===== config.mk =====
export PLATFORM = sky130hd
export DESIGN_NAME = ball_controller
export DESIGN_NICKNAME = d
export VERILOG_FILES = /design/src/rtl/ball_controller.sv
export SDC_FILE = /design/constraint.sdc
export NUM_CORES = 1
export LEC_CHECK = 0
export BUFFER_PORTS_ARGS = -buffer_cell sky130_fd_sc_hd__buf_2
export CORE_MARGIN = 10
export CORE_UTILIZATION = 53
export DETAILED_ROUTE_END_ITERATION = 8
export GPL_TIMING_DRIVEN = 0
export PLACE_DENSITY_LB_ADDON = 0.2
export SLEW_MARGIN = 20
export SYNTH_ARGS = -nofsm -noshare
export SYNTH_HDL_FRONTEND = slang
export SYNTH_SLANG_ARGS = --single-unit

===== constraint.sdc =====
create_clock -name clk -period 3.3 [get_ports clk]
set_input_delay 0.165 -clock clk [delete_from_list [all_inputs] [get_ports clk]]
set_output_delay 0.165 -clock clk [all_outputs]
set_load 0.01 [all_outputs]

===== src/rtl/ball_controller.sv =====
// Pong game logic: advances the ball once per video frame, bounces it off walls and pads,
// and sequences serve, point hold, scoring and game over.
module ball_controller #(
    parameter int HOR_PIXELS  = 1024,
    parameter int VER_PIXELS  = 768,
    parameter int BALL_SIZE   = 15,
    parameter int BALL_SPEED  = 4,
    parameter int PAD_HEIGHT  = 145,
    parameter int PAD_WIDTH   = 15,
    parameter int X_PAD_LEFT  = 30,
    parameter int X_PAD_RIGHT = 979,
    parameter int SCORE_HOLD  = 60,
    parameter int MAX_SCORE   = 9
) (
    input  logic       clk,
    input  logic       rst,
    input  logic       vblnk,
    input  logic       serve,
    input  logic [9:0] y_pad_left,
    input  logic [9:0] y_pad_right,
    output logic [9:0] x_ball,
    output logic [9:0] y_ball,
    output logic [3:0] score_left,
    output logic [3:0] score_right,
    output logic       point_left,
    output logic       point_right,
    output logic       game_over
);

    localparam logic [9:0]  X_C    = 10'((HOR_PIXELS - BALL_SIZE) / 2);
    localparam logic [9:0]  Y_C    = 10'((VER_PIXELS - BALL_SIZE) / 2);
    localparam logic [9:0]  Y_MAX  = 10'(VER_PIXELS - 1 - BALL_SIZE);
    localparam logic [9:0]  XL_LIM = 10'(X_PAD_LEFT + PAD_WIDTH + 1);
    localparam logic [9:0]  XR_LIM = 10'(X_PAD_RIGHT - 1 - BALL_SIZE);
    localparam logic [10:0] SPEED_W = 11'(BALL_SPEED);
    localparam logic [10:0] SIZE_W  = 11'(BALL_SIZE);
    localparam logic [10:0] PADH_W  = 11'(PAD_HEIGHT);
    localparam int          HOLD_W  = $clog2(SCORE_HOLD + 1);
    localparam logic [HOLD_W-1:0] HOLD_LAST = HOLD_W'(SCORE_HOLD - 1);
    localparam logic [3:0]  SCORE_MAX = 4'(MAX_SCORE);

    typedef enum logic [1:0] {IDLE, PLAY, SCORED, GAME_OVER} state_t;

    state_t            state_q, state_d;
    logic [9:0]        x_q, x_d, y_q, y_d;
    logic              dir_x_q, dir_x_d;
    logic              dir_y_q, dir_y_d;
    logic [3:0]        score_left_q, score_left_d, score_right_q, score_right_d;
    logic              point_left_q, point_left_d, point_right_q, point_right_d;
    logic [HOLD_W-1:0] hold_q, hold_d;
    logic              vblnk_q;

    logic              tick;
    logic [10:0]       x_w, y_w, pad_l_w, pad_r_w;
    logic              overlap_l, overlap_r;

    assign tick      = vblnk & ~vblnk_q;
    assign x_w       = {1'b0, x_q};
    assign y_w       = {1'b0, y_q};
    assign pad_l_w   = {1'b0, y_pad_left};
    assign pad_r_w   = {1'b0, y_pad_right};
    assign overlap_l = (y_w + SIZE_W >= pad_l_w) && (y_w <= pad_l_w + PADH_W);
    assign overlap_r = (y_w + SIZE_W >= pad_r_w) && (y_w <= pad_r_w + PADH_W);

    always_ff @(posedge clk) begin
        if (rst) begin
            state_q       <= IDLE;
            x_q           <= X_C;
            y_q           <= Y_C;
            dir_x_q       <= 1'b1;
            dir_y_q       <= 1'b1;
            score_left_q  <= 4'd0;
            score_right_q <= 4'd0;
            point_left_q  <= 1'b0;
            point_right_q <= 1'b0;
            hold_q        <= '0;
            vblnk_q       <= 1'b0;
        end else begin
            state_q       <= state_d;
            x_q           <= x_d;
            y_q           <= y_d;
            dir_x_q       <= dir_x_d;
            dir_y_q       <= dir_y_d;
            score_left_q  <= score_left_d;
            score_right_q <= score_right_d;
            point_left_q  <= point_left_d;
            point_right_q <= point_right_d;
            hold_q        <= hold_d;
            vblnk_q       <= vblnk;
        end
    end

    always_comb begin
        state_d       = state_q;
        x_d           = x_q;
        y_d           = y_q;
        dir_x_d       = dir_x_q;
        dir_y_d       = dir_y_q;
        score_left_d  = score_left_q;
        score_right_d = score_right_q;
        point_left_d  = 1'b0;
        point_right_d = 1'b0;
        hold_d        = hold_q;
        case (state_q)
            IDLE: begin
                x_d = X_C;
                y_d = Y_C;
                if (serve) state_d = PLAY;
            end
            PLAY: if (tick) begin
                if (dir_y_q && (y_w + SPEED_W >= {1'b0, Y_MAX})) begin
                    y_d     = Y_MAX;
                    dir_y_d = 1'b0;
                end else if (!dir_y_q && (y_w <= SPEED_W)) begin
                    y_d     = 10'd0;
                    dir_y_d = 1'b1;
                end else if (dir_y_q) begin
                    y_d = 10'(y_w + SPEED_W);
                end else begin
                    y_d = 10'(y_w - SPEED_W);
                end
                // A miss leaves dir_x pointing at the conceding side, which is the next serve direction.
                if (dir_x_q) begin
                    if (x_w + SPEED_W >= {1'b0, XR_LIM}) begin
                        x_d = XR_LIM;
                        if (overlap_r) begin
                            dir_x_d = 1'b0;
                        end else begin
                            point_left_d = 1'b1;
                            score_left_d = (score_left_q == SCORE_MAX) ? score_left_q
                                                                       : score_left_q + 4'd1;
                            hold_d       = '0;
                            state_d      = SCORED;
                        end
                    end else begin
                        x_d = 10'(x_w + SPEED_W);
                    end
                end else begin
                    if (x_w <= {1'b0, XL_LIM} + SPEED_W) begin
                        x_d = XL_LIM;
                        if (overlap_l) begin
                            dir_x_d = 1'b1;
                        end else begin
                            point_right_d = 1'b1;
                            score_right_d = (score_right_q == SCORE_MAX) ? score_right_q
                                                                         : score_right_q + 4'd1;
                            hold_d        = '0;
                            state_d       = SCORED;
                        end
                    end else begin
                        x_d = 10'(x_w - SPEED_W);
                    end
                end
            end
            SCORED: if (tick) begin
                if (hold_q == HOLD_LAST) begin
                    hold_d = '0;
                    if (score_left_q == SCORE_MAX || score_right_q == SCORE_MAX) begin
                        state_d = GAME_OVER;
                    end else begin
                        state_d = IDLE;
                        x_d     = X_C;
                        y_d     = Y_C;
                    end
                end else begin
                    hold_d = hold_q + 1'b1;
                end
            end
            GAME_OVER: if (serve) begin
                score_left_d  = 4'd0;
                score_right_d = 4'd0;
                x_d           = X_C;
                y_d           = Y_C;
                dir_x_d       = 1'b1;
                state_d       = IDLE;
            end
            default: state_d = IDLE;
        endcase
    end

    always_comb begin
        game_over = (state_q == GAME_OVER);
    end

    assign x_ball      = x_q;
    assign y_ball      = y_q;
    assign score_left  = score_left_q;
    assign score_right = score_right_q;
    assign point_left  = point_left_q;
    assign point_right = point_right_q;

endmodule


==> results.ini, run 1 <==
[synthesis]
synthMostInstantiatedCell = nor2_1
synthCells = 522
ys_ff_latch = 39
synth-seq-area-share_pct = 19.7
synth_common_cells = nor2_1 (52), ha_1 (48), nand2_1 (43)
synthesis.area_um2 = 3960
avgSynthCellArea_um2 = 7.58
synth_warnings = 0
netlist-cell-type-count = 73
async_reset_ff_share_pct = 0
netlist_top_cells_area = dfxtp_1 (20%), ha_1 (15%), xnor2_1 (5.3%)
yosys.area.top_type_share_pct = 19.7
synth-edff-count = 0
synth_top_area_cell = dfxtp_1
synth-main-ff-cell = dfxtp_1

[die]
die_w_um = 106
die_height_um = 106
start_util_pct = 54.5
core_um2 = 7250
fp-row-count = 31
die_area_um2 = 11300
io_pins = 55

[finish]
drive_above_1_share_pct = 17.8
regArea_um2 = 786
diodes = 0
nets = 660
syn_to_final_growth_pct = 15.8
multi_input_area_um2 = 2970
fillers = 683

[pwr]
ir_worst_vdd_uv = 245
pwr_density_cell_nw_per_um2 = 262
p_total_mw = 1.20
leakagePower_nw = 1.97

[timing]
slew_headroom_pct = 38.0
worstMarginPinSlew_ps = 922
max_freq_mhz = 318
hold_ws_ps = 97.9
fin_skew_ps = 8.29
period_share_pct = 95.2
fin_crit_ps = 3140
final_max_slew_viol_count = 0
layout_setup_ws_ps = 159
setup_viol = 0
hold_violations = 0

[setup_path]
critPathRequiredTime_ps = 3520
worstPathArrival_ps = 3360
rrSetupSlack_ps = 160
crit_type = register to register
r2r_start = y_ball[2]$_SDFFE_PP0P_
end_kind = register
reg2reg_depth = 15
r2r_end = hold_q[0]$_SDFFE_PP0P_
cp-start-kind = register
cp_max_fo = 10

[min_path]
hold_path_class = primary input to register
hold_depth = 2
whs_endpoint = vblnk_q$_SDFF_PP0_
hp-start = vblnk

[routing]
ant_nets = 0
remaining_drc_errors = 0
routed_wl_mm = 11.4
drtIter0Drc = 337
firstDrtPassIters = 5
wl_per_cell_um = 16.6
vias = 4180
avgViaCountPerCell = 6.08

[global_route]
grt_pass1_wl_mm = 18.4
grt.overflow.total = 0
grtUsageTotal_pct = 19.1
grt_max_degree = 15
antenna_found_initial = 0
grt_pass1_vias = 3924

[clock_tree]
clk_pin_slew_ps = 90
cts_root_buf = clkbuf_8
cts_buffers = 5
cts_max_path_buffers = 2
clock-sinks = 39
cts_tree = done
ctsHtreeMaxLevel = 2
insertion_delay_ps = 310

[run]
maxCapViolations = 0

[placement]
port_buffers = 51
pre_cts_ws_ps = -640
place_congestion = 0.951
dp_hpwl_mm = 8.68

[run_status]
outcome = finished, final reports clean

==> sequential cells by signal, indices dropped and copies added, names as in the netlist <==
signal,count
point_left,1
score_right,4
point_right,1
state_q,2
hold_q,6
score_left,4
x_ball,10
dir_x_q,1
dir_y_q,1
y_ball,8
vblnk_q,1
==> power breakdown <==
| part | total [mW] | switching, mW | internal [mW] |
|---|---|---|---|
| Clock | 0.433 | 0.203 | 0.230 |
| Combinational | 0.278 | 0.160 | 0.119 |
| Sequential | 0.488 | 0.0119 | 0.476 |
| Total | 1.20 | 0.375 | 0.824 |
==> critical path, stage by stage, from the launching register on <==
cell and delay, ps:
dfxtp_4 420, clkbuf_4 240, clkinvlp_4 150, ha_4 220, nor2_1 130, xor2_1 110, buf_4 150, ha_1 280
nand2_1 50, o21ai_0 130, o21ai_0 130, a32oi_2 330, nand2b_1 190, nand3b_1 90, buf_4 190, a311oi_1 230
==> cells by family (layout without fill, tap and decap cells) <==
kind of cell               after synthesis  after routing  share of synthesized area [%]
xor gates and xnor gates                30             30                           6.64
buffers and inverters                   57            123                           6.64
AOI/OAI and AO/OA                      151            151                           26.1
muxes                                    4              4                           1.08
adders and majority gates               48             48                           15.2
DFF                                     39             39                           19.7
and+or+nand+nor                        192            192                           24.5
other                                    1              2                         0.0948
==> routing by layer <==
metal	vias to the layer above	GRT usage [%]	share of wire, %
li1	2055	-	-
met1	1948	24.6	45
met2	162	32.0	47
met3	15	3.99	7.8
met4	0	4.16	0.96
met5	-	0	0
==> cell usage in the layout, fill, tap and decap left out, types with 6 or more instances in the layout <==
master,instances
nand3_1,20
o21a_1,7
nor2_1,52
nor2b_1,6
nand3b_1,6
xnor2_1,24
a311oi_1,6
buf_2,53
clkbuf_8,7
o22ai_1,6
a21oi_1,30
clkbuf_1,9
a211oi_1,11
nor4_1,6
nor3_1,6
buf_4,11
xor2_1,6
nand2_1,43
dfxtp_1,37
nand4_1,9
a31oi_1,8
a21o_1,9
inv_1,31
o21ai_0,29
nand2b_1,10
ha_1,47
==> metrics by stage <==
| stage | setup TNS, ps | instance area, µm² | utilization, % | cells |
|---|---|---|---|---|
| after CTS | 0 | 4480 | 61.8 | 681 |
| after detailed placement | -8070 | 4340 | 59.8 | 673 |
| after global routing | -53.9 | 4580 | 63.2 | 688 |
| after global placement | -7490 | 4340 | 59.8 | 673 |
| final | 0 | 4580 | 63.2 | 688 |
| after floorplan | 0 | 3960 | - | 523 |
==> timing repair <==
action / 4_1_cts / 5_1_grt
gates resized for setup: 9 / 16
endpoints found under the hold margin: 0 / 0
pin swaps: 2 / 4
setup endpoints to repair: 19 / 18
hold buffers: 0 / 0
setup buffers: 1 / 7
==> worst max path at each step <==
stage	endpoint	cells past startpoint	slack [ps]	from
finish	hold_q[0]$_SDFFE_PP0P_	15	160	y_ball[2]$_SDFFE_PP0P_
global route	score_right[2]$_SDFFE_PP0P_	13	-20	y_ball[2]$_SDFFE_PP0P_
CTS	hold_q[0]$_SDFFE_PP0P_	12	20	y_ball[2]$_SDFFE_PP0P_
detailed placement	score_right[0]$_SDFFE_PP0P_	13	-640	y_ball[2]$_SDFFE_PP0P_
global placement	score_right[0]$_SDFFE_PP0P_	13	-600	y_ball[2]$_SDFFE_PP0P_
floorplan	score_right[0]$_SDFFE_PP0P_	13	100	y_ball[2]$_SDFFE_PP0P_
==> area by class of cell <==
class	count	area share, %
multi-input combinational	427	64.7
sequential	39	17.2
timing repair buffer	59	6.88
buffer	23	3.20
inverter	33	2.79
tap	99	2.70
clock buffer	5	1.50
clock inverter	3	1.04
Power figures use the tool's default switching activity.
==> inputs of run 2 (changes only) <==
Settings changed: ABC_AREA set to 1, BUFFER_PORTS_ARGS -buffer_cell sky130_fd_sc_hd__buf_2 to not set, CORE_UTILIZATION 53 to 59, DONT_BUFFER_PORTS set to 1.
==> results.ini, run 2 <==
[timing]
worstMarginPinSlew_ps = 577  ; -344 ps
slew_headroom_pct = 61.5  ; +23 points
rsz0062_at_grt = no
final_max_slew_viol_count = 0  ; unchanged
layout_setup_ws_ps = 222  ; +63.3 ps
period_share_pct = 93.3  ; -1.9 points
fin_skew_ps = 5.28  ; -3.01 ps
max_freq_mhz = 325  ; +2.1%
finalSetupTns_ps = 0  ; unchanged
setup_viol = 0  ; unchanged
fin_crit_ps = 3080  ; -63.3 ps
hold_violations = 0  ; unchanged

[clock_tree]
cts_buffers = 5  ; unchanged
clk_pin_slew_ps = 70  ; -20 ps
cts_max_path_buffers = 2  ; unchanged
cts_tree = done
cts_root_buf = clkbuf_8
insertion_delay_ps = 290  ; -20 ps
clock-sinks = 39  ; unchanged
ctsHtreeMaxLevel = 2  ; unchanged

[routing]
ant_nets = 0  ; unchanged
firstDrtPassIters = 5  ; unchanged
remaining_drc_errors = 0  ; unchanged
drtIter0Drc = 373  ; +11%
wl_per_cell_um = 14.4  ; -13%
routed_wl_mm = 10.7  ; -6.2%
vias = 4195  ; +0.36%
avgViaCountPerCell = 5.66  ; -6.8%

[placement]
port_buffers = 0  ; -100%
pre_cts_ws_ps = -195  ; +445 ps
place_congestion = 1.04  ; +8.9%
dpl-instance-area_um2 = 4200  ; -3.1%
dp.cells = 730  ; +8.5%
dp_hpwl_mm = 8.51  ; -1.9%

[die]
die_height_um = 103  ; -2.9%
start_util_pct = 60.7  ; +6.1 points
fp-row-count = 30  ; -3.2%
die_area_um2 = 10700  ; -5.7%
core_um2 = 6760  ; -6.8%
die_w_um = 103  ; -2.9%
io_pins = 55  ; unchanged

[synthesis]
yosys-mux-area-fraction_pct = 0  ; -1.1 points
yosys.area.top_type_share_pct = 19.0  ; -0.69 points
async_reset_ff_share_pct = 0  ; unchanged
synth_compound_area_share_pct = 13.3  ; -13 points
avgSynthCellArea_um2 = 6.32  ; -17%
synthesis.area_um2 = 4100  ; +3.6%
synthMostInstantiatedCell = nand2_1
synth_warnings = 0  ; unchanged
synth-main-ff-cell = dfxtp_1
synth-edff-count = 0  ; unchanged
netlist-cell-type-count = 40  ; -45%
synth_xor_area_share_pct = 7.26  ; +0.62 points
synthAdderAreaFrac_pct = 14.7  ; -0.53 points
ys_ff_latch = 39  ; unchanged
synthSimpleGateAreaFrac_pct = 35.0  ; +10 points
synth_top_family_by_area = simple AND/OR/NAND/NOR gates
netlist_top_cells_area = dfxtp_1 (19%), ha_1 (15%), nand2_1 (14%)
synth-seq-area-share_pct = 19.0  ; -0.69 points
synth_common_cells = nand2_1 (153), inv_1 (83), nor2_1 (67)
synthCells = 649  ; +24%
synth_top_area_cell = dfxtp_1

[global_route]
grt_max_degree = 12  ; -3
grt.overflow.total = 0  ; unchanged
grtUsageTotal_pct = 20.2  ; +1.1 points
antenna_found_initial = 0  ; unchanged
grt_pass1_vias = 3776  ; -3.8%
grt_pass1_wl_mm = 17.8  ; -3.3%

[finish]
final_cell_mix = nand2_1 (153), inv_1 (82), nor2_1 (67)
largest_reg_flops = 10  ; unchanged
final_common_cell = nand2_1
multi_input_area_um2 = 2910  ; -2.0%
syn_to_final_growth_pct = 6.14
stdcell_area_um2 = 4350  ; -5.0%
fillers = 641  ; -6.1%
diodes = 0  ; unchanged
nets = 733  ; +11%
regArea_um2 = 791  ; +0.64%
stdcell_count = 741  ; +7.7%
drive_above_1_share_pct = 8.62  ; -9.2 points

[min_path]
hold_path_class = primary input to register
hp-start = serve

[pwr]
clkPwrFrac_pct = 13.4  ; -23 points
seq_power_share_pct = 29.5  ; -11 points
p_sw_mw = 1.24  ; +230%
pwr_density_cell_nw_per_um2 = 566  ; +120%
ir_worst_vdd_uv = 339  ; +38%
p_total_mw = 2.46  ; +110%
leakagePower_nw = 2.14  ; +8.8%
power.internal_mw = 1.22  ; +48%
power_switching_share_pct = 50.3  ; +19 points
power_frac_comb_pct = 57.1  ; +34 points

[setup_path]
crit_slowest_cell = dfxtp_4
crit_type = register to register
critPathRequiredTime_ps = 3490  ; -30 ps
r2r_start = y_ball[2]$_SDFFE_PP0P_
path_buf_inv = 1  ; -3
worstPathArrival_ps = 3270  ; -90 ps
cp_top_family = simple AND/OR/NAND/NOR gates
cp-start-kind = register
end_kind = register
crit_top_cell = nand2_1
worstSetupStartpoint = y_ball[2]$_SDFFE_PP0P_
path_cells = clkinvlp_4 -> ha_2 -> nor3_4 -> nand3_1 -> xor2_2 -> ha_1 -> a21oi_1 -> nor2_1 -> nor3b_1 -> nand3_1 -> nand2_1 -> nand2_1 -> nand2_2 -> nand2_1 -> nor2_4 -> nand2_1 -> nand2_1 -> nor2_1
cp_max_fo = 8  ; -2
slowest_delay_ps = 450  ; +30 ps

[run_status]
outcome = finished, final reports clean

[run]
maxCapViolations = 0  ; unchanged

run 2: per-stage QoR:
stage,util [%],hold slack [ps]
floorplan,-,290
finish,64.4,214
global route,64.4,283
detailed placement,62.2,309
CTS,63.7,207
global placement,62.2,298
run 2: worst paths after layout:
check                           endpoint  slack, ps  depth (start not counted)
min          score_right[0]$_SDFFE_PP0P_        210                          3
min reg2reg       hold_q[5]$_SDFFE_PP0P_        530                          2
max reg2reg       hold_q[2]$_SDFFE_PP0P_        220                         18
max               hold_q[2]$_SDFFE_PP0P_        220                         18
run 2: what timing repair did:
action                                  4_1_cts  5_1_grt
pin swaps                                     0        2
endpoints found under the setup margin       15       16
gates cloned                                  0        1
setup buffers                                 0        2
endpoints found under the hold margin         1        0
hold buffers                                  1        0
gates resized for setup                       2        8
run 2: power by group through the flow:
stage               sequential [mW]  clock, mW  combinational, mW
finish                        0.727      0.329               1.40
global route                  0.749      0.356               1.61
CTS                           0.724      0.334               1.36
detailed placement            0.735          0               1.35
global placement              0.732          0               1.31
floorplan                     0.688          0               1.09
run 2: area by class of cell:
class	count	area share [%]
inverters	92	8.02
flip-flops and latches	39	18.2
clock buffers	6	1.90
repair buffers	3	0.575
well taps	80	2.30
clock inverters	1	0.115
multi-input cells	503	66.8
plain buffers	17	2.13
run 2: cells by family (layout without fill, tap and decap cells):
family	Yosys count	after routing
other	1	2
AND/OR/NAND/NOR	320	321
buffers and inverters	109	119
XOR/XNOR	34	34
adder cells (fa/ha/maj)	48	48
AO/OA/AOI/OAI	98	98
flip-flops	39	39
run 2: per-layer routing:
| metal | GRT usage, % | up-vias | wire length [µm] |
|---|---|---|---|
| li1 | - | 2133 | - |
| met1 | 27.1 | 1851 | 4730 |
| met2 | 32.2 | 194 | 4730 |
| met3 | 5.51 | 17 | 1140 |
| met4 | 2.99 | 0 | 96 |
| met5 | 0 | - | 0 |
run 2: worst reg2reg max path, delay by kind of cell, from the launching register on:
kind,cells,cell delay [ps]
AO/OA/AOI/OAI,1,140
adder cells (fa/ha/maj),2,520
AND/OR/NAND/NOR,13,1560
buffers and inverters,1,130
XOR/XNOR,1,180
flip-flops,1,450
